<file path="config.mk">
export PLATFORM = sky130hd
export DESIGN_NAME = enc_stim_ctrl
export DESIGN_NICKNAME = d
export VERILOG_FILES = /design/src/rtl/enc_stim_pkg.sv /design/src/rtl/enc_stim_timer.sv /design/src/rtl/enc_stim_ctrl.sv
export SDC_FILE = /design/constraint.sdc
export NUM_CORES = 1
export LEC_CHECK = 0
export CAP_MARGIN = 20
export CELL_PAD_IN_SITES_DETAIL_PLACEMENT = 0
export CELL_PAD_IN_SITES_GLOBAL_PLACEMENT = 1
export CORE_MARGIN = 2
export CORE_UTILIZATION = 39
export DETAILED_ROUTE_END_ITERATION = 7
export PLACE_DENSITY_LB_ADDON = 0.08
export RECOVER_POWER = 25
export SYNTH_ARGS = -nofsm -noshare
export SYNTH_HDL_FRONTEND = slang
export SYNTH_SLANG_ARGS = --single-unit
</file>
<file path="constraint.sdc">
create_clock -name clk -period 3.5 [get_ports clk]
set_input_delay 1.05 -clock clk [delete_from_list [all_inputs] [get_ports clk]]
set_output_delay 1.05 -clock clk [all_outputs]
set_load 0.1 [all_outputs]
</file>
<file path="src/rtl/enc_stim_pkg.sv">
// Shared types, quadrature phase constants and default widths for the
// encoder stimulus sequencer.
package enc_stim_pkg;

   localparam int DEF_WIDTH  = 32;
   localparam int DEF_STEP_W = 16;
   localparam int DEF_POS_W  = 32;

   typedef enum logic [1:0] {
      IDLE,
      RUN,
      DONE
   } state_t;

   // Phase encoding is {A,B}
   localparam logic [1:0] PH_00 = 2'b00;
   localparam logic [1:0] PH_10 = 2'b10;
   localparam logic [1:0] PH_11 = 2'b11;
   localparam logic [1:0] PH_01 = 2'b01;

   function automatic logic [1:0] next_fwd(input logic [1:0] ph);
      logic [1:0] nxt;
      nxt = PH_00;
      case (ph)
         PH_00:   nxt = PH_10;
         PH_10:   nxt = PH_11;
         PH_11:   nxt = PH_01;
         default: nxt = PH_00;
      endcase
      return nxt;
   endfunction

   function automatic logic [1:0] next_rev(input logic [1:0] ph);
      logic [1:0] nxt;
      nxt = PH_00;
      case (ph)
         PH_00:   nxt = PH_01;
         PH_01:   nxt = PH_11;
         PH_11:   nxt = PH_10;
         default: nxt = PH_00;
      endcase
      return nxt;
   endfunction

endpackage

</file>
<file path="src/rtl/enc_stim_timer.sv">
// Edge-spacing timer: counts 0..limit while enabled and flags the wrap cycle.
// A loaded half-period of 0 is stored as limit 0, i.e. the same as 1.
module enc_stim_timer
   import enc_stim_pkg::*;
#(
   parameter int WIDTH = DEF_WIDTH
) (
   input  logic             clk,
   input  logic             rst_n,
   input  logic             load,
   input  logic             clear,
   input  logic             enable,
   input  logic [WIDTH-1:0] half_period,
   output logic             wrap
);

   localparam logic [WIDTH-1:0] ONE = WIDTH'(1);

   logic [WIDTH-1:0] count;
   logic [WIDTH-1:0] limit;

   always_ff @(posedge clk or negedge rst_n) begin
      if (!rst_n) begin
         count <= '0;
         limit <= '0;
      end else begin
         if (load) begin
            limit <= (half_period == '0) ? '0 : half_period - ONE;
         end
         if (clear) begin
            count <= '0;
         end else if (enable) begin
            count <= (count == limit) ? '0 : count + ONE;
         end
      end
   end

   assign wrap = enable && (count == limit);

endmodule

</file>
<file path="src/rtl/enc_stim_ctrl.sv">
// Quadrature A/B stimulus sequencer with start/busy/done handshake and a
// signed model position that tracks every emitted edge.
module enc_stim_ctrl
   import enc_stim_pkg::*;
#(
   parameter int WIDTH  = DEF_WIDTH,
   parameter int STEP_W = DEF_STEP_W,
   parameter int POS_W  = DEF_POS_W
) (
   input  logic              clk,
   input  logic              rst_n,
   input  logic              start,
   input  logic              abort,
   input  logic              dir,
   input  logic [WIDTH-1:0]  half_period,
   input  logic [STEP_W-1:0] steps,
   input  logic              clr_pos,
   output logic              quad_a,
   output logic              quad_b,
   output logic              busy,
   output logic              done,
   output logic [POS_W-1:0]  pos
);

   localparam logic [STEP_W-1:0] STEP_ONE = STEP_W'(1);
   localparam logic [POS_W-1:0]  POS_ONE  = POS_W'(1);

   state_t            state;
   logic [1:0]        phase;
   logic [STEP_W-1:0] remaining;
   logic              dir_r;
   logic              start_run;
   logic              wrap;

   assign start_run = (state == IDLE) && start && !abort;

   enc_stim_timer #(
      .WIDTH(WIDTH)
   ) u_timer (
      .clk        (clk),
      .rst_n      (rst_n),
      .load       (start_run),
      .clear      (start_run),
      .enable     (state == RUN),
      .half_period(half_period),
      .wrap       (wrap)
   );

   // Abort takes priority over a coincident wrap so no edge escapes; the
   // position clear is applied last so it also beats a coincident step.
   always_ff @(posedge clk or negedge rst_n) begin
      if (!rst_n) begin
         state     <= IDLE;
         phase     <= PH_00;
         remaining <= '0;
         dir_r     <= 1'b0;
         busy      <= 1'b0;
         done      <= 1'b0;
         pos       <= '0;
      end else begin
         done <= 1'b0;
         case (state)
            IDLE: begin
               if (start_run) begin
                  dir_r     <= dir;
                  remaining <= steps;
                  busy      <= 1'b1;
                  state     <= RUN;
               end
            end
            RUN: begin
               if (abort || remaining == '0) begin
                  busy  <= 1'b0;
                  state <= DONE;
               end else if (wrap) begin
                  phase     <= dir_r ? next_fwd(phase) : next_rev(phase);
                  remaining <= remaining - STEP_ONE;
                  pos       <= dir_r ? pos + POS_ONE : pos - POS_ONE;
                  if (remaining == STEP_ONE) begin
                     busy  <= 1'b0;
                     state <= DONE;
                  end
               end
            end
            DONE: begin
               done  <= 1'b1;
               state <= IDLE;
            end
            default: state <= IDLE;
         endcase
         if (clr_pos) begin
            pos <= '0;
         end
      end
   end

   assign quad_a = phase[1];
   assign quad_b = phase[0];

endmodule

</file>
# Yosys cells after proc, flatten, opt, wreduce, memory -nomap -nowiden
# Cells that the tools add are included.
[word_totals]
regBits = 119
input_bits = 54
output_inout_bits = 36
wordCells = 74
[classes]
addsub = 5
eq_ne = 13
n_mux = 27
bitwise_logic = 1
n_reduce_logical = 19
[ops]
columns = ["cell", "count"]
rows = [
  ["2-to-1 mux 32 bit", 9],
  ["adder 32 x 1 -> 32 bit, second input constant", 2],
  ["subtractor 32 x 1 -> 32 bit, second input constant", 2],
  ["2-to-1 mux 16 bit", 3],
  ["equality test 32 bit", 1],
  ["zero test 32 bit", 1],
  ["case mux 16 bit (2 select lines)", 1],
  ["equality test 16 x 1 -> 1 bit, second input constant", 1],
  ["zero test 16 bit", 1],
  ["subtractor 16 x 1 -> 16 bit, second input constant", 1],
  ["case mux 2 bit (3 select lines)", 2],
  ["2-to-1 mux 2 bit", 5],
  ["AND reduction 3 bit", 3],
  ["!= test 2 bit, second input constant", 4],
  ["AND reduction 4 bit", 2],
  ["nonzero test 2 bit", 4],
  ["equality test 2 bit, second input constant", 3],
  ["!= test 3 bit, second input constant", 2],
  ["2-to-1 mux 1 bit", 5],
  ["equality test 2 x 1 -> 1 bit, second input constant", 2],
  ["zero test 2 bit", 2],
  ["case mux 2 bit (2 select lines)", 1],
  ["logical AND 1 bit", 3],
  ["case mux 1 bit (2 select lines)", 1],
  ["other kinds (4)", 4],
]

# Logic depth before layout (Yosys ltp)
# Gate-level depths: netlist (run 1).
[logic_depth]
word_depth = 6
depth_mapped = 12
depth_no_buf = 10

# By module
# A second synthesis (run 1) with hierarchy kept.
[hier_totals]
hier_cells = 954
hier_area_um2 = 8215.4
[modules_own_cells]
columns = ["module", "instances", "cells_each", "area_each_um2", "seq_area_each_um2"]
rows = [
  ["enc_stim_ctrl", 1, 524, 4332.9, 1376.3],
  ["enc_stim_timer", 1, 430, 3882.5, 1601.5],
]

# Worst setup path before layout (run 1)
# OpenSTA, ideal clock, no wires.
[synth_path]
path_kind = "register -> register"
start = "register dir_r"
end = "register pos[27]"
setup_ps = 140
t_arrival_ps = 3267
t_required_ps = 3360
slack_ps = 94
stages_incl_launch_ff = 13
path_buffers = 2
synth_period_minus_slack_ps = 3406
cell_sequence = "dfrtp_1 -> clkbuf_1 -> inv_1 -> ha_1 -> clkbuf_1 -> a211o_1 -> a31o_2 -> a2111oi_0 -> a21oi_1 -> o21bai_1 -> o21ai_0 -> nand3_1 -> o221ai_1"
[synth_via]
elab_chain_len = 5
[synth_rtl]
columns = ["element", "line_no", "rtl"]
rows = [
  ["start: declaration", "enc_stim_ctrl.sv:31", "logic dir_r;"],
  ["start signal: assignment", "enc_stim_ctrl.sv:65", "dir_r <= dir;"],
  ["2-to-1 mux 32 bit", "enc_stim_ctrl.sv:78", "pos <= dir_r ? pos + POS_ONE : pos - POS_ONE;"],
  ["2-to-1 mux 32 bit", "enc_stim_ctrl.sv:75", "end else if (wrap) begin"],
  ["2-to-1 mux 32 bit", "enc_stim_ctrl.sv:72", "if (abort || remaining == '0) begin"],
  ["2-to-1 mux 32 bit", "enc_stim_ctrl.sv:62", "case (state)"],
  ["2-to-1 mux 32 bit", "enc_stim_ctrl.sv:91", "if (clr_pos) begin"],
  ["end signal: assignment", "enc_stim_ctrl.sv:78", ""],
  ["end: declaration", "enc_stim_ctrl.sv:22", "output logic [POS_W-1:0] pos"],
]
# No other way between the ends. The select of a mux whose other input is x is not followed.
# A chain may end at the register's enable or synchronous reset.

# Worst setup path in the final report (run 1)
[layout_path]
start = "input port half_period[10]"
end = "register u_timer.limit[27]"
[layout_via]
elab_chain_len = 2
word_cells_on_any_way = 3
cone_classes = "1 x add/sub; 1 x mux; 1 x reduce/logical"
[layout_rtl]
columns = ["element", "line_no", "rtl"]
rows = [
  ["start: declaration", "enc_stim_ctrl.sv:15", "input logic [WIDTH-1:0] half_period,"],
  ["subtractor 32 x 1 -> 32 bit / zero test 32 bit (equally long branches)", "enc_stim_timer.sv:28", "limit <= (half_period == '0) ? '0 : half_period - ONE;"],
  ["2-to-1 mux 32 bit (*)", "enc_stim_timer.sv:28", ""],
  ["end signal: assignment", "enc_stim_timer.sv:28", ""],
  ["end: declaration", "enc_stim_timer.sv:20", "logic [WIDTH-1:0] limit;"],
]
# Mark *: on every way between the ends. The rest lies on a longest branch, timed or not.

==> results of run 1 <==
[final timing paths]
check	startpoint	endpoint	slack (ns)	cells after the start
setup / recovery	half_period[10]	u_timer.limit[27]	0.33	9
hold / removal	u_timer.limit[1]	u_timer.limit[1]	0.50	2
setup reg to reg	dir_r	pos[27]	0.34	12
hold reg to reg	u_timer.limit[1]	u_timer.limit[1]	0.50	2
max in group asynchronous	rst_n	remaining[5]	0.93	1
min in group asynchronous	rst_n	pos[6]	1.29	1
[through the flow]
step	setup TNS, ns	instances	hold slack [ns]
floorplan	0	947	0.452
global placement	-0.103	1314	0.489
detailed placement	-0.321	1314	0.495
CTS	0	1346	0.508
global route	0	1346	0.530
finish	0	1346	0.501
[logic make-up after synthesis]
logic type,share of synthesized area [%]
fa+ha+maj,5.82
xor+xnor,10.4
mux,2.77
simple gates,22.0
compound gates,19.3
buf+inv,2.88
flops,36.9
[state kept, by name (all words and copies together) (netlist names), 2 cells and up]
| signal | cells |
|---|---|
| phase | 2 |
| pos | 32 |
| remaining | 16 |
| state | 2 |
| u_timer.count | 32 |
| u_timer.limit | 32 |
[placed cells by master, fill, tap and decap left out, types with 32 or more instances in the layout]
| cell type | instances |
|---|---|
| a21oi_1 | 57 |
| buf_4 | 82 |
| clkdlybuf4s50_1 | 52 |
| dfrtp_1 | 119 |
| ha_1 | 36 |
| nand2_1 | 93 |
| nand3_1 | 32 |
| nor2_1 | 92 |
| o21ai_0 | 105 |
| xnor2_1 | 35 |
| xor2_1 | 61 |
[critical path, delay by kind of cell]
| kind | cells | cell delay, ns |
|---|---|---|
| simple gates | 6 | 1.73 |
| xor+xnor | 1 | 0.14 |
| buf+inv | 1 | 0.43 |
| compound gates | 1 | 0.16 |
[cell usage after synthesis, types with 3 or more instances]
library cell  count  area, sq um
a211oi_1         11         82.6
a21o_1           20          150
a21oi_1          57          285
a22oi_1           4         30.0
a31o_2            3         26.3
a31oi_1           7         43.8
and2_1            4         25.0
and3_1           17          106
and4_1            3         26.3
buf_2             6         30.0
clkbuf_1         34          128
dfrtp_1         119         2980
ha_1             36          450
inv_1            15         56.3
mux2_2            3         33.8
mux2i_1          19          190
nand2_1          93          349
nand2b_1         22          138
nand3_1          32          160
nand3b_1          4         30.0
nand4_1          12         75.1
nand4b_1          3         26.3
nor2_1           93          349
nor2b_1           5         31.3
nor3_1           22          110
nor3b_1           3         22.5
nor4_1           13         81.3
o211ai_1          4         30.0
o21a_1            3         22.5
o21ai_0         105          526
o21ai_1           8         40.0
o21bai_1          7         52.6
o22ai_1           9         56.3
o31ai_1           8         60.1
o32ai_1           3         26.3
or3_1             3         18.8
or4_1             5         37.5
xnor2_1          35          307
xor2_1           61          534
[power by group through the flow]
stage | registers (mW) | clock network (mW) | logic, mW
finish | 1.88 | 1.68 | 1.65
global route | 1.92 | 1.79 | 1.86
CTS | 1.88 | 1.73 | 1.66
detailed placement | 1.91 | 0 | 1.65
global placement | 1.90 | 0 | 1.65
floorplan | 1.89 | 0 | 1.13
[layer usage]
metal	vias up	global-route usage, %
met1	3330	27.8
met5	-	0
met3	17	3.15
met2	95	31.7
li1	3658	-
met4	0	4.95
[final cells by class]
class / instances / area share [%]
clock buffer: 18 / 4.37
clock inverter: 14 / 1.28
inverter: 15 / 0.560
multi-input combinational: 771 / 48.7
sequential: 119 / 29.6
tap: 270 / 3.36
timing repair buffer: 139 / 12.1
==> impl_metrics.yaml, run 1 <==
placed_design:
  dp_slack_ns: -0.0903
  numPortBuffers: 89
  hpwl_um: 15500
  place.gp.congestion: 0.855
  place_area_sq_um: 9490
critical_path:
  crit_slowest_cell: "or4_4"
  critPathLaunchType: "input port"
  cp.arrival_ns: 3.50
  cp.required_ns: 3.83
  cp-end-kind: "flip-flop"
  critPathMaxStageDelay_ns: 0.56
  cp_cell_sequence: "clkdlybuf4s50_1 -> or4_4 -> nand3b_1 -> or4_1 -> or2_1 -> nor2_2 -> nand2_1 -> xor2_1 -> o21ai_0"
  cp_max_fo: 4
  critical_path_class: "in2reg"
clocking:
  htreeDepth: 4
  cts_sinks: 119
  clk_path_buf_depth: 2
  cts_tree: "built"
  postCtsResizedCells: 0
  cts_setup_buffers: 0
  clock_latency_ns: 0.42
  cts_buffers: 17
  cts_hold_buffers: 0
  cts_root_buf: "clkbuf_16"
  clkSlewWorstSetupHoldPaths_ns: 0.06
die:
  design.core.area_sq_um: 20300
  start_util_pct: 39.8
  die_h_um: 148
  rows: 52
  die_x_um: 148
  die_area_sq_um: 21900
  io_pins: 90
pwr:
  pwr-share-comb_pct: 31.6
  finalPower_mw: 5.21
  p_int_mw: 3.30
  seq_power_share_pct: 36.1
  p_sw_share_pct: 36.8
  vdd_drop_max_v: 0.000319
  p_leak_nw: 4.49
  clock_power_share_pct: 32.3
  power_per_cell_area_nw_per_um2: 519
  power.switching_mw: 1.92
drt:
  wl_met1_um: 10300
  drtAntennaViolNets: 0
  finalWirelength_um: 20700
  drt_iter0_drc: 250
  drcViolationCount: 0
  vias: 7100
  routed.top_layer: "met4"
  vias_per_cell: 5.27
  dr_wl_met2_um: 9640
  first_pass_iters: 5
  wl_per_cell_um: 15.4
  wl_met3_um: 556
logic_synthesis:
  syn_nets: 1038
  synth_area_sq_um: 8080
  ys.flop_type: "dfrtp_1"
  synthCells: 947
  synth_cell_types: 69
  syn_area_per_cell_sq_um: 8.53
  synth_edf_count: 0
  yosysWarnings: 0
  ys_ff_latch: 119
  synthArstFlopShare_pct: 100
  synth-seq-area-share_pct: 36.9
timing:
  fmax_ghz: 0.316
  fin_crit_ns: 3.17
  period_share_pct: 90.5
  rsz0062_at_grt: "false"
  setup_slack_ns: 0.333
  relSlewSlack_pct: -48.8
  finClkSkew_ns: 0.0108
  hold_viol_final: 0
  final-setup-viol-count: 0
  tightestPinTransition_ns: 2.23
  slew_violations: 35
min_path:
  min-delay-path-class: "reg2reg"
cells_and_area:
  antenna_cells: 0
  fill_cells: 2013
  final_layout_size_suffix_gt1_share_pct: 13.4
  layout.nets: 1154
  fin_area_sq_um: 10000
  seqCellArea_sq_um: 2980
  multiInputGateArea_sq_um: 4890
  syn_to_final_growth_pct: 24.4
  fin_util_pct: 49.5
status:
  outcome: "finished with violations"
  failed_checks: "capacitance limit, slew limit"
global_routing:
  grt_antenna_before_repair: 0
  grt_max_degree: 52
  overflow: 0
  grt_pass1_vias: 6915
  grt_usage_pct: 19.7
  grt_pass1_wl_um: 35000
run:
  maxCapViolCount: 1
No activity file was read; power rests on OpenSTA's default activity.
==> run 2, diff against run 1 <==
--- a/config.mk
+++ b/config.mk
@@ -13,6 +13,7 @@
 export DETAILED_ROUTE_END_ITERATION = 7
 export PLACE_DENSITY_LB_ADDON = 0.08
 export RECOVER_POWER = 25
+export SETUP_SLACK_MARGIN = 0.15
 export SYNTH_ARGS = -nofsm -noshare
 export SYNTH_HDL_FRONTEND = slang
 export SYNTH_SLANG_ARGS = --single-unit
==> run 2 against run 1 <==
Effect of this change: core utilization increased by 0.42 points; final area increased by 0.85%; critical path depth decreased by 1; sequential power about the same; clock power increased by 4%; flip-flop and latch count unchanged; global-route usage increased by 0.22 points; combinational power about the same; count of clock-buffer cells in the layout increased by 4; via count decreased by 0.20%; final cell count increased by 0.52%; the run still ends with capacitance limit, slew limit left.
==> impl_metrics.yaml, run 2 (synthesized netlist as in run 1, its figures left out) <==
cells_and_area:
  final_cell_mix: "dfrtp_1 (119), o21ai_0 (105), nand2_1 (93), nor2_1 (92), buf_4 (89)"
  final_layout_size_suffix_gt1_share_pct: 14.1
  syn_to_final_growth_pct: 25.4
  fin_util_pct: 49.9
  seqCellArea_sq_um: 2980
  layout_commonest_cell: "dfrtp_1"
  multiInputGateArea_sq_um: 4900
  fin_area_sq_um: 10100
  layout.nets: 1162
  antenna_cells: 0
  fill_cells: 2001
  reg_top3: "pos x32, u_timer.count x32, u_timer.limit x32"
timing:
  slew_violations: 39
  hold_viol_final: 0
  setup_slack_ns: 0.356
  relSlewSlack_pct: -65.0
  finClkSkew_ns: 0.0131
  rsz0062_at_grt: "true"
  fmax_ghz: 0.318
  final-setup-viol-count: 0
  tightestPinTransition_ns: 2.47
  period_share_pct: 89.8
  fin_crit_ns: 3.14
global_routing:
  grt_pass1_wl_um: 35100
  grt_antenna_before_repair: 0
  overflow: 0
  grt_max_degree: 52
  grt_usage_pct: 19.9
  grt_pass1_vias: 6828
drt:
  dr_wl_met2_um: 9580
  drcViolationCount: 0
  first_pass_iters: 4
  finalWirelength_um: 20800
  vias_per_cell: 5.24
  wl_met3_um: 593
  vias: 7086
  wl_met1_um: 10400
  wl_per_cell_um: 15.3
  drt_iter0_drc: 212
  routed.top_layer: "met4"
  drtAntennaViolNets: 0
die:
  io_pins: 90
  die_area_sq_um: 21900
  die_h_um: 148
  die_x_um: 148
  rows: 52
  design.core.area_sq_um: 20300
  start_util_pct: 39.8
clocking:
  cts_root_buf: "clkbuf_16"
  htreeDepth: 4
  cts_hold_buffers: 0
  clkSlewWorstSetupHoldPaths_ns: 0.06
  clk_path_buf_depth: 2
  clock_latency_ns: 0.42
  cts_buffers: 17
  cts_tree: "built"
  cts_sinks: 119
critical_path:
  cp.required_ns: 3.81
  path_common_cell: "or4_4"
  critical_path_class: "in2reg"
  critPathLaunchType: "input port"
  cp.arrival_ns: 3.46
  cp_cell_sequence: "clkdlybuf4s50_1 -> or4_4 -> or2_4 -> or4_4 -> or3_4 -> nor4_4 -> xnor2_1 -> o21ai_2"
  crit_slowest_cell: "or4_4"
  cp-end-kind: "flip-flop"
  cp_max_fo: 3
  critPathMaxStageDelay_ns: 0.55
pwr:
  seq_power_share_pct: 35.5
  p_int_mw: 3.44
  pwr-share-comb_pct: 31.6
  finalPower_mw: 5.31
  power.switching_mw: 1.86
  vdd_drop_max_v: 0.000358
  p_sw_share_pct: 35.1
  p_leak_nw: 4.56
  clock_power_share_pct: 32.8
  power_per_cell_area_nw_per_um2: 524
placed_design:
  dp_slack_ns: -0.0930
  hpwl_um: 15500
  numPortBuffers: 89
  place.gp.congestion: 0.818
  place_area_sq_um: 9510
run:
  maxCapViolCount: 1
status:
  failed_checks: "capacitance limit, slew limit"
  outcome: "finished with violations"
min_path:
  min-delay-path-class: "reg2reg"
[run 2: repair_timing]
item	in CTS	in global routing
setup endpoints to repair	0	3
setup buffers	0	4
resized for setup	0	2
[run 2: layout make-up]
class                      instances  share of cell area (%)
timing repair buffer             147                    12.6
clock inverter                     9                   0.975
multi-input combinational        771                    48.3
clock buffer                      22                    4.78
inverter                          15                   0.593
tap                              270                    3.33
sequential                       119                    29.4
[run 2: worst max-delay path, delay by kind of cell]
| kind | cells | cell delay (ns) |
|---|---|---|
| XOR/XNOR | 1 | 0.16 |
| AND/OR/NAND/NOR | 5 | 1.76 |
| buffers and inverters | 1 | 0.42 |
| AO/OA/AOI/OAI | 1 | 0.06 |
[run 2: power by group through the flow]
stage | logic [mW] | clock network [mW] | registers, mW
final | 1.68 | 1.74 | 1.89
after global routing | 1.91 | 1.85 | 1.92
after CTS | 1.66 | 1.78 | 1.88
after detailed placement | 1.65 | 0 | 1.91
after global placement | 1.65 | 0 | 1.91
after floorplan | 1.13 | 0 | 1.89
[run 2: final timing paths]
path,start,end,slack (ns),cells past startpoint
setup reg to reg,dir_r,pos[27],0.41,11
max in group asynchronous,rst_n,pos[28],0.68,1
setup / recovery,half_period[10],u_timer.limit[28],0.36,8
min in group asynchronous,rst_n,u_timer.count[5],1.41,1
hold / removal,u_timer.limit[24],u_timer.limit[24],0.50,2
hold reg to reg,u_timer.limit[24],u_timer.limit[24],0.50,2
[run 2: layer usage]
metal / vias to the layer above / track usage [%]
li1: 3656 / -
met1: 3315 / 28.2
met2: 103 / 32.2
met3: 12 / 3.33
met4: 0 / 4.29
met5: - / 0
[run 2: metrics by stage]
step                      hold slack [ns]  instances  TNS [ns]
after global routing                0.526       1353         0
after global placement              0.483       1318    -0.140
after detailed placement            0.495       1318    -0.293
final                               0.497       1353         0
after floorplan                     0.452        947         0
after CTS                           0.506       1349         0
